===== config.mk =====
export PLATFORM = sky130hd
export DESIGN_NAME = polygon_area
export DESIGN_NICKNAME = d
export VERILOG_FILES = /design/src/rtl/polygon_area.sv
export SDC_FILE = /design/constraint.sdc
export NUM_CORES = 1
export LEC_CHECK = 0
export ABC_AREA = 1
export BUFFER_PORTS_ARGS = -buffer_cell sky130_fd_sc_hd__clkbuf_2
export CAP_MARGIN = 40
export CORE_MARGIN = 2
export CORE_UTILIZATION = 52
export DETAILED_ROUTE_END_ITERATION = 8
export GPL_TIMING_DRIVEN = 0
export PLACE_DENSITY_LB_ADDON = 0.15
export SETUP_SLACK_MARGIN = 0.1
export SKIP_LAST_GASP = 1
export SLEW_MARGIN = 20
export SYNTH_ARGS = -nofsm -noshare
export SYNTH_HDL_FRONTEND = slang
export SYNTH_SLANG_ARGS = --single-unit

===== constraint.sdc =====
create_clock -name clk -period 9.7 [get_ports clk]
set_clock_uncertainty 0.05 [all_clocks]
set_input_delay 0 -clock clk [delete_from_list [all_inputs] [get_ports clk]]
set_output_delay 0 -clock clk [all_outputs]
set_load 0.02 [all_outputs]

===== src/rtl/polygon_area.sv =====
// polygon_area: stores LENGTH ordered vertices and computes twice the
// enclosed area with the shoelace formula, one cross term per cycle, plus
// the winding direction (cw=1 for clockwise order).
module polygon_area #(
  parameter int unsigned LENGTH = 6,
  parameter int unsigned WIDTH  = 8
) (
  input  logic               clk,
  input  logic               reset,
  input  logic               give_valid,
  input  logic [WIDTH-1:0]   dataX,
  input  logic [WIDTH-1:0]   dataY,
  output logic               in_ready,
  output logic [2*WIDTH:0]   area_x2,
  output logic               cw,
  output logic               out_valid
);

  localparam int unsigned CNT_W  = (LENGTH > 1) ? $clog2(LENGTH) : 1;
  localparam int unsigned PROD_W = 2 * WIDTH + 2;
  localparam int unsigned ACC_W  = 2 * WIDTH + 4;
  localparam int unsigned OUT_W  = 2 * WIDTH + 1;

  localparam logic [CNT_W-1:0] LAST = CNT_W'(LENGTH - 1);

  localparam logic [1:0] S_LOAD  = 2'd0;
  localparam logic [1:0] S_CALC  = 2'd1;
  localparam logic [1:0] S_FINAL = 2'd2;

  logic [1:0]              state;
  logic [1:0]              state_d;
  logic [CNT_W-1:0]        vcnt;
  logic [CNT_W-1:0]        idx;
  logic [CNT_W-1:0]        idx_nxt;
  logic [WIDTH-1:0]        x_mem [LENGTH];
  logic [WIDTH-1:0]        y_mem [LENGTH];
  logic signed [ACC_W-1:0] acc;
  logic signed [ACC_W-1:0] acc_d;
  logic signed [ACC_W-1:0] acc_abs;
  logic signed [WIDTH:0]   xk;
  logic signed [WIDTH:0]   yk;
  logic signed [WIDTH:0]   xn;
  logic signed [WIDTH:0]   yn;
  logic signed [PROD_W-1:0] p_a;
  logic signed [PROD_W-1:0] p_b;
  logic signed [PROD_W-1:0] term;

  // State register
  always_ff @(posedge clk or negedge reset) begin
    if (!reset) begin
      state <= S_LOAD;
    end else begin
      state <= state_d;
    end
  end

  // Next-state decode
  always_comb begin
    state_d = state;
    case (state)
      S_LOAD:  if (give_valid && (vcnt == LAST)) state_d = S_CALC;
      S_CALC:  if (idx == LAST) state_d = S_FINAL;
      S_FINAL: state_d = S_LOAD;
      default: state_d = S_LOAD;
    endcase
  end

  // Shoelace cross term for index idx and its successor (wraps to 0)
  always_comb begin
    idx_nxt = (idx == LAST) ? '0 : idx + CNT_W'(1);
    xk      = $signed({1'b0, x_mem[idx]});
    yk      = $signed({1'b0, y_mem[idx]});
    xn      = $signed({1'b0, x_mem[idx_nxt]});
    yn      = $signed({1'b0, y_mem[idx_nxt]});
    p_a     = PROD_W'(xk) * PROD_W'(yn);
    p_b     = PROD_W'(xn) * PROD_W'(yk);
    term    = p_a - p_b;
    acc_d   = acc + ACC_W'(term);
    acc_abs = acc[ACC_W-1] ? -acc : acc;
  end

  // Vertex capture, accumulation and registered result outputs
  always_ff @(posedge clk or negedge reset) begin
    if (!reset) begin
      vcnt      <= '0;
      idx       <= '0;
      acc       <= '0;
      area_x2   <= '0;
      cw        <= 1'b0;
      out_valid <= 1'b0;
      in_ready  <= 1'b1;
      for (int i = 0; i < int'(LENGTH); i++) begin
        x_mem[i] <= '0;
        y_mem[i] <= '0;
      end
    end else begin
      out_valid <= 1'b0;
      in_ready  <= (state_d == S_LOAD);
      case (state)
        S_LOAD: begin
          if (give_valid) begin
            x_mem[vcnt] <= dataX;
            y_mem[vcnt] <= dataY;
            if (vcnt == LAST) begin
              vcnt <= '0;
              idx  <= '0;
              acc  <= '0;
            end else begin
              vcnt <= vcnt + CNT_W'(1);
            end
          end
        end
        S_CALC: begin
          acc <= acc_d;
          idx <= idx_nxt;
        end
        S_FINAL: begin
          area_x2   <= OUT_W'(acc_abs);
          cw        <= acc[ACC_W-1];
          out_valid <= 1'b1;
        end
        default: ;
      endcase
    end
  end

endmodule


==> out/metrics.csv <==
metric,value,unit
cts.clk_slew.worst_paths,0.09,ns
antenna_cells,0,
path_buf_inv,7,
cts-resized-gates,0,
dr.pass1.iters,8,
postPlaceCellArea,13500,um2
gp_congestion,0.9417,
fill_cells,2281,
cts_max_path_buffers,2,
cpMostUsedCell,nand2_1,
status,finished clean,
cpPeakStageDelay,0.57,ns
drt_wl_total,38690,um
num_rows,57,
rsz0062_at_grt,false,
cts_buffers,17,
synth_seq_area_share,28.00,%
routedWlPerCell,18.47,um
r2r-start,idx[0],
timing.final.crit_share,87.15,%
syn-instance-count,1682,
multiInputGateArea,7834,um2
synth-seq-cells,144,
root_buffer,clkbuf_16,
fp.dieArea,26030,um2
grt_max_degree,85,
final_area,14300,um2
cts_tree,built,
syn_area_per_cell,7.653,um2
netlist.area_leader.share,27.80,%
grt_use_total,31.09,%
layout_commonest_cell,nand2_1,
grt-ovfl-total,0,
syn2layout_area_growth,11.12,%
dieHeight,161.3,um
hold_viol_final,0,
yosys_warnings,0,
crit_path_start_kind,register,
slew_headroom,44.21,%
final-max-slew-violation-count,0,
die_w,161.3,um
ios,39,
fmax,0.1183,GHz
start_util,52.93,%
arrival,8.74,ns
final_cell_mix,"381 x nand2_1, 268 x inv_1, 199 x o21ai_0, 151 x nor2_1, 143 x dfrtp_1",
register_area,3605,um2
drc_errors,0,
fin_nets,1964,
cp.required,9.99,ns
postCtsHoldBufs,18,
syn_nets,1888,
path_max_fanout,10,
yosys.area.top_type,dfrtp_1,
ys.flop_type,dfrtp_1,
period_needed,8.453,ns
core_area,24320,um2
synth_area_leaders,"dfrtp_1 28%, fa_1 16%, nand2_1 11%",
cp_top_family,adder cells,
vias,11870,
antenna_found_initial,0,
clock-sinks,144,
synth_edf_count,0,
synthArstFlopShare,100.0,%
antenna_left,0,
via_per_inst,5.665,
end_kind,register,
worst_slew_pin_slew,0.8368,ns
io_buffer_count,38,
worstReg2RegEnd,acc[19],
setup_viol,0,
ff2ff_setup_slack,1.25,ns
drt_iter0_drc,1132,
netlist_area,12870,um2
grt_pass1_wl,62780,um
htreeDepth,4,
grt_pass1_vias,11640,
crit_slowest_cell,clkbuf_1,
worst-setup-path-type,register to register,
maxCapViolCount,0,
tns,0,ns
r2r_cells,37,
cts_setup_buffers,0,
min_path_type,input port to asynchronous set/reset pin,
place_hpwl,29750,um
insertion_delay,0.44,ns
drive_gt1_share,8.583,%
ys_types,48,
## kinds of logic (layout without fill, tap and decap cells)
kind of cell	Yosys count	after routing	share of synthesized area [%]
compound gates	358	358	15.98
xor+xnor	30	30	2.041
fa+ha+maj	187	187	24.01
buf+inv	358	447	11.14
flops	144	144	28.00
simple gates	605	605	18.83
## state kept, by name, summed over array words and instances, names as in the netlist
register	cells
x_mem	48
y_mem	48
idx	3
in_ready	1
vcnt	3
out_valid	1
cw	1
state	2
area_x2	17
acc	20
## layer usage
metal / vias to the layer above / track usage, % / share of wire, %
li1: 5478 / - / -
met1: 5729 / 44.90 / 44
met2: 585 / 48.23 / 45
met3: 76 / 5.829 / 8.7
met4: 0 / 8.523 / 2.5
met5: - / 0 / 0
## Yosys cell counts (10+ instances only)
master	count
nor2_1	151
buf_2	14
inv_1	268
clkbuf_1	35
a32o_1	10
o22ai_1	11
o21ai_0	199
fa_1	100
dfrtp_1	143
ha_1	87
nand3_1	46
inv_2	28
nand2_1	381
a21oi_1	79
xor2_1	21
o21a_1	14
## area by class of cell
| class | count | share of cell area, % |
|---|---|---|
| plain buffers | 59 | 2.143 |
| clock buffers | 17 | 2.974 |
| clock inverters | 15 | 1.356 |
| inverters | 299 | 7.881 |
| multi-input cells | 1180 | 54.77 |
| flip-flops and latches | 144 | 25.20 |
| well taps | 324 | 2.834 |
| repair buffers | 57 | 2.843 |
## metrics by stage
step                utilization [%]  setup slack (ns)  hold slack, ns  std cells
floorplan                         -             2.570         -0.3456       1682
global placement              55.38             1.371          0.3106       2044
detailed placement            55.53             1.327        -0.03166       2045
CTS                           58.82             1.304         0.07897       2095
global route                  58.82            0.6892         0.09948       2095
finish                        58.82             1.247         0.05794       2095
## worst register-to-register path, delay by kind of cell (launching register included)
kind / cells / cell delay [ns]
fa+ha+maj: 8 / 3.88
simple gates: 16 / 1.59
buf+inv: 7 / 1.28
compound gates: 6 / 1.22
flops: 1 / 0.33
## worst max path at each step
| stage | slack, ns | to | cells after the start | startpoint |
|---|---|---|---|---|
| 2_1_floorplan | 2.57 | acc[18] | 35 | idx[0] |
| 3_3_place_gp | 1.37 | acc[18] | 33 | idx[0] |
| 3_5_place_dp | 1.33 | acc[18] | 33 | idx[0] |
| 4_1_cts | 1.30 | acc[18] | 33 | idx[0] |
| 5_1_grt | 0.69 | acc[18] | 33 | idx[0] |
| 6_report | 1.25 | acc[19] | 37 | idx[0] |
Power is left out: the tool's default activity adds up to more than one toggle a clock period on the data nets, which glitch-free logic cannot reach.
